==> src/rtl/fft_pkg.sv <==
// Shared types and constants for the FFT butterfly result path.
package fft_pkg;

    localparam int unsigned WORD_W = 8;

    typedef logic signed [WORD_W-1:0] word_t;

    typedef struct packed {
        word_t re_y;
        word_t im_y;
        word_t re_z;
        word_t im_z;
    } frame_t;

    // Position of each result word within the serial group.
    localparam logic [1:0] IDX_REY = 2'd0;
    localparam logic [1:0] IDX_IMY = 2'd1;
    localparam logic [1:0] IDX_REZ = 2'd2;
    localparam logic [1:0] IDX_IMZ = 2'd3;

endpackage

==> src/rtl/frame_fifo.sv <==
// Generic frame FIFO with first-word-fall-through head and occupancy count.
module frame_fifo #(
    parameter int unsigned FW    = 32,
    parameter int unsigned DEPTH = 4
) (
    input  logic                     clk,
    input  logic                     rst_n,
    input  logic                     push,
    input  logic [FW-1:0]            push_data,
    input  logic                     pop,
    output logic [FW-1:0]            head,
    output logic [$clog2(DEPTH):0]   count
);

    localparam int unsigned AW = $clog2(DEPTH);

    logic [FW-1:0]  mem_q [DEPTH];
    logic [AW-1:0]  wr_q;
    logic [AW-1:0]  rd_q;
    logic [AW:0]    count_q;
    logic           full;
    logic           pop_ok;
    logic           push_ok;

    // Push is allowed into a full FIFO only when the head leaves on the same edge.
    always_comb begin
        full    = (count_q == (AW+1)'(DEPTH));
        pop_ok  = pop && (count_q != '0);
        push_ok = push && (!full || pop_ok);
    end

    // Storage, pointers and occupancy; pointers wrap naturally at DEPTH.
    always_ff @(posedge clk or negedge rst_n) begin
        if (!rst_n) begin
            for (int unsigned i = 0; i < DEPTH; i++) begin
                mem_q[i] <= '0;
            end
            wr_q    <= '0;
            rd_q    <= '0;
            count_q <= '0;
        end else begin
            if (push_ok) begin
                mem_q[wr_q] <= push_data;
                wr_q        <= wr_q + 1'b1;
            end
            if (pop_ok) begin
                rd_q <= rd_q + 1'b1;
            end
            unique case ({push_ok, pop_ok})
                2'b10:   count_q <= count_q + 1'b1;
                2'b01:   count_q <= count_q - 1'b1;
                default: count_q <= count_q;
            endcase
        end
    end

    assign head  = mem_q[rd_q];
    assign count = count_q;

endmodule

==> src/rtl/butterfly_result_collector.sv <==
// Gathers serial butterfly results (ReY, ImY, ReZ, ImZ) into frames and
// buffers them for a valid/ready consumer.
module butterfly_result_collector
    import fft_pkg::*;
#(
    parameter int unsigned WIDTH = WORD_W,
    parameter int unsigned DEPTH = 4
) (
    input  logic                     Clock,
    input  logic                     nReset,
    input  logic                     clear,
    input  logic                     in_valid,
    input  logic [WIDTH-1:0]         in_data,
    output logic                     out_valid,
    input  logic                     out_ready,
    output logic [WIDTH-1:0]         out_re_y,
    output logic [WIDTH-1:0]         out_im_y,
    output logic [WIDTH-1:0]         out_re_z,
    output logic [WIDTH-1:0]         out_im_z,
    output logic [$clog2(DEPTH):0]   frame_count,
    output logic [1:0]               word_idx,
    output logic                     overflow
);

    localparam int unsigned FW = 4 * WIDTH;
    localparam int unsigned CW = $clog2(DEPTH) + 1;

    logic [1:0]       idx_q, idx_d;
    logic [WIDTH-1:0] slot0_q, slot0_d;
    logic [WIDTH-1:0] slot1_q, slot1_d;
    logic [WIDTH-1:0] slot2_q, slot2_d;
    logic             overflow_q, overflow_d;

    logic             accept_word;
    logic             last_word;
    logic             pop;
    logic             full;
    logic             drop;
    logic [FW-1:0]    push_frame;
    logic [FW-1:0]    head;
    logic [CW-1:0]    count;

    // Handshake and push/drop decisions; clear suppresses the incoming word.
    always_comb begin
        accept_word = in_valid && !clear;
        last_word   = accept_word && (idx_q == IDX_IMZ);
        out_valid   = (count != '0);
        pop         = out_valid && out_ready;
        full        = (count == CW'(DEPTH));
        drop        = last_word && full && !pop;
        push_frame  = {slot0_q, slot1_q, slot2_q, in_data};
    end

    // Assembly slots, word index and sticky overflow next-state.
    always_comb begin
        idx_d      = idx_q;
        slot0_d    = slot0_q;
        slot1_d    = slot1_q;
        slot2_d    = slot2_q;
        overflow_d = overflow_q;
        if (clear) begin
            idx_d      = IDX_REY;
            slot0_d    = '0;
            slot1_d    = '0;
            slot2_d    = '0;
            overflow_d = 1'b0;
        end else if (in_valid) begin
            unique case (idx_q)
                IDX_REY: slot0_d = in_data;
                IDX_IMY: slot1_d = in_data;
                IDX_REZ: slot2_d = in_data;
                default: ;
            endcase
            idx_d = idx_q + 1'b1;
            if (drop) begin
                overflow_d = 1'b1;
            end
        end
    end

    // Assembly state registers.
    always_ff @(posedge Clock or negedge nReset) begin
        if (!nReset) begin
            idx_q      <= '0;
            slot0_q    <= '0;
            slot1_q    <= '0;
            slot2_q    <= '0;
            overflow_q <= 1'b0;
        end else begin
            idx_q      <= idx_d;
            slot0_q    <= slot0_d;
            slot1_q    <= slot1_d;
            slot2_q    <= slot2_d;
            overflow_q <= overflow_d;
        end
    end

    frame_fifo #(
        .FW    (FW),
        .DEPTH (DEPTH)
    ) u_fifo (
        .clk       (Clock),
        .rst_n     (nReset),
        .push      (last_word),
        .push_data (push_frame),
        .pop       (pop),
        .head      (head),
        .count     (count)
    );

    // Head frame is exposed only while valid.
    always_comb begin
        out_re_y = '0;
        out_im_y = '0;
        out_re_z = '0;
        out_im_z = '0;
        if (out_valid) begin
            out_re_y = head[FW-1 -: WIDTH];
            out_im_y = head[FW-WIDTH-1 -: WIDTH];
            out_re_z = head[2*WIDTH-1 -: WIDTH];
            out_im_z = head[WIDTH-1 -: WIDTH];
        end
    end

    assign frame_count = count;
    assign word_idx    = idx_q;
    assign overflow    = overflow_q;

endmodule

==> config.mk <==
export PLATFORM = sky130hd
export DESIGN_NAME = butterfly_result_collector
export DESIGN_NICKNAME = d
export VERILOG_FILES = /design/src/rtl/fft_pkg.sv /design/src/rtl/frame_fifo.sv /design/src/rtl/butterfly_result_collector.sv
export SDC_FILE = /design/constraint.sdc
export NUM_CORES = 1
export LEC_CHECK = 0
export BUFFER_PORTS_ARGS = -buffer_cell sky130_fd_sc_hd__buf_2
export CAP_MARGIN = 20
export CORE_MARGIN = 2
export CORE_UTILIZATION = 60
export DETAILED_ROUTE_END_ITERATION = 12
export GPL_TIMING_DRIVEN = 0
export PLACE_DENSITY = 0.79
export SETUP_SLACK_MARGIN = 0.02
export SLEW_MARGIN = 20
export SYNTH_ARGS = -nofsm -noshare
export SYNTH_HDL_FRONTEND = slang
export SYNTH_SLANG_ARGS = --single-unit
==> constraint.sdc <==
create_clock -name Clock -period 3 [get_ports Clock]
set_clock_uncertainty 0.05 [all_clocks]
set_input_delay 0 -clock Clock [delete_from_list [all_inputs] [get_ports Clock]]
set_output_delay 0 -clock Clock [all_outputs]
set_load 0.05 [all_outputs]
==> metrics.log <==
INFO  metric status = finished, final reports clean
INFO  metric core_region_area = 12,000 µm²
INFO  metric yosysSeqAreaShare = 55.0%
INFO  metric floorplan.die.height = 115 µm
INFO  metric maxCapViolCount = 0
INFO  metric synthDominantCellAreaShare = a little under three fifths
INFO  metric antennaDiodeCount = 0
INFO  metric synth_async_sr_flop_share = 100%
INFO  metric synth_most_common_cell = dfrtp_1
INFO  metric cp_cell_sequence = clkbuf_1 > clkbuf_1 > mux4_2 > and2_1 > buf_2
INFO  metric max_slew.worst_pin.slew = 0.899 ns
INFO  metric cts_num_sinks = between 150 and 200
INFO  metric crit_end = out_im_z[7]
INFO  metric clock_latency = between 0.4 and 0.5 ns
INFO  metric netlist.top_cell.by_area = dfrtp_1
INFO  metric grt_first_pass_wirelength = approximately 25,000 µm
INFO  metric finalCritPeriodShare = around 85%
INFO  metric slew_headroom = 39.9%
INFO  metric fin_tns_setup = 0 ns
INFO  metric timing.critical_path.mode_cell = clkbuf_1
INFO  metric detailed_place_hpwl = between 10,000 and 15,000 µm
INFO  metric clock-root-buffer = clkbuf_16
INFO  metric worst_setup_path_start_kind = flip-flop
INFO  metric post_drt_wl_per_cell = a little over 20 µm
INFO  metric seq_area = 4050 µm²
INFO  metric postSynthCellCount = around 510
INFO  metric critPathMaxStageDelay = 0.63 ns
INFO  metric design.die.area = around 13,000 µm²
INFO  metric post_drt_via_cell_ratio = about 6.0
INFO  metric reg2regPathDepth = 9
INFO  metric grt-ovfl-total = 0
INFO  metric synth.lib_cells_used.distinct = 24
INFO  metric path_max_fanout = 10
INFO  metric netlist_top_cells_count = dfrtp_1 (162), mux2_2 (129), and2_1 (33), mux4_2 (32), nand2_1 (29)
INFO  metric io_buffer_count = 50
INFO  metric clock_tree.htree_level_count = 4
INFO  metric synth-warning-count = 0
INFO  metric detail_route.iter0.violations = approximately 290
INFO  metric pin_count_of_the_biggest_net_entering_global_routing = approximately 100
INFO  metric netlist_top_cells_area = dfrtp_1 (55%), mux2_2 (20%), mux4_2 (9.8%)
INFO  metric vdd_drop_max = about 0.4 mV
INFO  metric met2RoutedLength = 7790 µm
INFO  metric synth.ff_latch_count = roughly 160
INFO  metric design.final.nets = between 600 and 700
INFO  metric power.leakage = roughly 0.0042 µW
INFO  metric timing.fmax = approximately 400 MHz
INFO  metric routed_wl = 15,300 µm
INFO  metric grtUsageTotal = between 20 and 30%
INFO  metric final.min_clock_period = roughly 2.6 ns
INFO  metric met1_length = about 6600 µm
INFO  metric drt_drc_violations_left = 0
INFO  metric n_fill_cell = approximately 820
INFO  metric antenna_violating_nets_post_route = 0
INFO  metric rsz_0062_raised_after_global_routing = false
INFO  metric drt_pass_1_iters = 4
INFO  metric synth_nets = 530
INFO  metric crit_type = reg2out
INFO  metric setup_viol_count_final = 0
INFO  metric timing.critical_path.from = u_fifo.rd_q[1]
INFO  metric p_per_area = ~670 nW/µm²
INFO  metric area_growth_syn_to_layout = 15.6%
INFO  metric worstPathRequired = 2.95 ns
INFO  metric clockBufferDepth = 2
INFO  metric critical_path.reg2reg.endpoint = u_fifo.count[2]
INFO  metric ratio_of_cells_with_drive_above_1_in_the_final_layout = a little over two fifths
INFO  metric multi_input_combinational_cell_area = 3060 µm²
INFO  metric met3RoutedLength = about 680 µm
INFO  metric crit_slowest_cell = clkbuf_1
INFO  metric post_synth_instance_area = 7370 µm²
INFO  metric tritoncts = yes
INFO  metric gpl.final_weighted_congestion = approximately 0.79
INFO  metric worst_setup_path_end_kind = primary output
INFO  metric cts.reportedPaths.clkPinSlew = approximately 0.060 ns
INFO  metric initial_utilization = ~60%
INFO  metric timing_hold_violations_final = 0
INFO  metric whs = slightly below 0.06 ns
INFO  metric highest-signal-layer = met4
INFO  metric timing.rr.start = u_fifo.count[1]
INFO  metric hold_path_class = in2async
INFO  metric grt_pass1_vias = roughly 4,600
INFO  metric synth_top_flop_cell = dfrtp_1
INFO  metric synth-edff-count = 0
INFO  metric setup.reg_to_reg.worst_slack = 0.55 ns
INFO  metric initial_antenna_violation_count = 0
INFO  metric number_of_cts_inserted_buffers = 17
INFO  metric vias = roughly 4,500
INFO  metric avgSynthCellArea = 14.5 µm²
INFO  metric die_x = 115 µm
INFO  metric final_count_of_pins_violating_max_slew = 0
INFO  metric row_count = 40
INFO  metric number_of_placed_i_o_pins = 52
INFO  metric cp_data_arrival_time = ~2.5 ns
[power breakdown]
group / total [µW] / internal (µW) / switching (µW)
registers: 2400 / 2300 / 97.0
clock network: 2120 / 1310 / 818
logic: 1210 / 442 / 766
[how the worst min path moves through the flow]
stage	slack, ns	end
after floorplan	-0.35	overflow
after global placement	0.26	u_fifo.rd_q[1]
after detailed placement	-0.09	u_fifo.mem_q[86]
after CTS	0.05	slot2_q[3]
after global routing	0.1	u_fifo.mem_q[88]
final	0.06	u_fifo.mem_q[89]
[critical path, delay by kind of cell, from the launching register on]
family	cells	cell delay, ns
DFF	1	0.32
muxes	1	0.44
buffers and inverters	3	1.15
and+or+nand+nor	1	0.17
[through the flow]
stage	power [µW]	utilization [%]	cells	area (µm²)	setup slack, ns
after floorplan	3280	-	507	7370	0.567
after global placement	3610	64.9	704	7800	-0.346
after detailed placement	3650	65.3	705	7840	0.538
after CTS	5780	70.9	746	8510	0.438
after global routing	5980	70.9	746	8510	0.377
final	5730	70.9	746	8510	0.438
[sequential cells by signal, indices dropped and copies added (netlist names)]
name	count
u_fifo.count	3
u_fifo.mem_q	128
slot0_q	8
slot2_q	8
u_fifo.wr_q	2
word_idx	2
overflow	1
u_fifo.rd_q	2
slot1_q	8
[layout make-up]
type	count	share of cell area (%)
buffer	34	2.62
multi-input combinational	303	35.9
clock buffer	26	5.86
sequential	162	47.6
tap	147	2.16
timing repair buffer	61	4.56
inverter	8	0.353
clock inverter	5	0.882
[metal layers]
metal,vias up,global-route usage (%)
met5,-,0
met4,0,9.24
met3,20,6.80
met2,105,40.5
met1,2355,34.2
li1,1972,-
[kinds of logic (layout without fill, tap and decap cells)]
kind of cell | count (synthesis) | after routing | share of synthesized area, %
multiplexers | 162 | 162 | 29.6
flip-flops | 162 | 162 | 55.0
AND/OR/NAND/NOR | 98 | 98 | 7.49
buffers and inverters | 42 | 134 | 3.43
AO/OA/AOI/OAI | 26 | 26 | 1.78
adder cells (fa/ha/maj) | 10 | 10 | 1.80
XOR/XNOR | 7 | 7 | 0.832
[what timing repair did]
action | in CTS | in global routing
resized for setup | 0 | 0
hold buffers | 10 | 0
buffers inserted | 0 | 0
endpoints found under the hold margin | 221 | 0
[cells in the final DEF (no fill, tap or decap), drive strengths merged]
cell type | netlist | final
dfrtp | 162 | 162
mux2 | 129 | 129
buf | 19 | 70
clkbuf | 15 | 41
and2 | 33 | 33
mux4 | 32 | 32
nand2 | 29 | 29
nand3 | 25 | 25
a21oi | 24 | 24
dlygate4sd3 | 0 | 10
ha | 9 | 9
inv | 8 | 8
nor4b | 5 | 5
xnor2 | 4 | 4
nor2 | 4 | 4
xor2 | 3 | 3
clkinv | 0 | 3
bufinv | 0 | 2
or3 | 1 | 1
o21ai | 1 | 1
nor3 | 1 | 1
a31oi | 1 | 1
mux2i | 1 | 1
fa | 1 | 1
No activity file was read; power rests on OpenSTA's default activity.
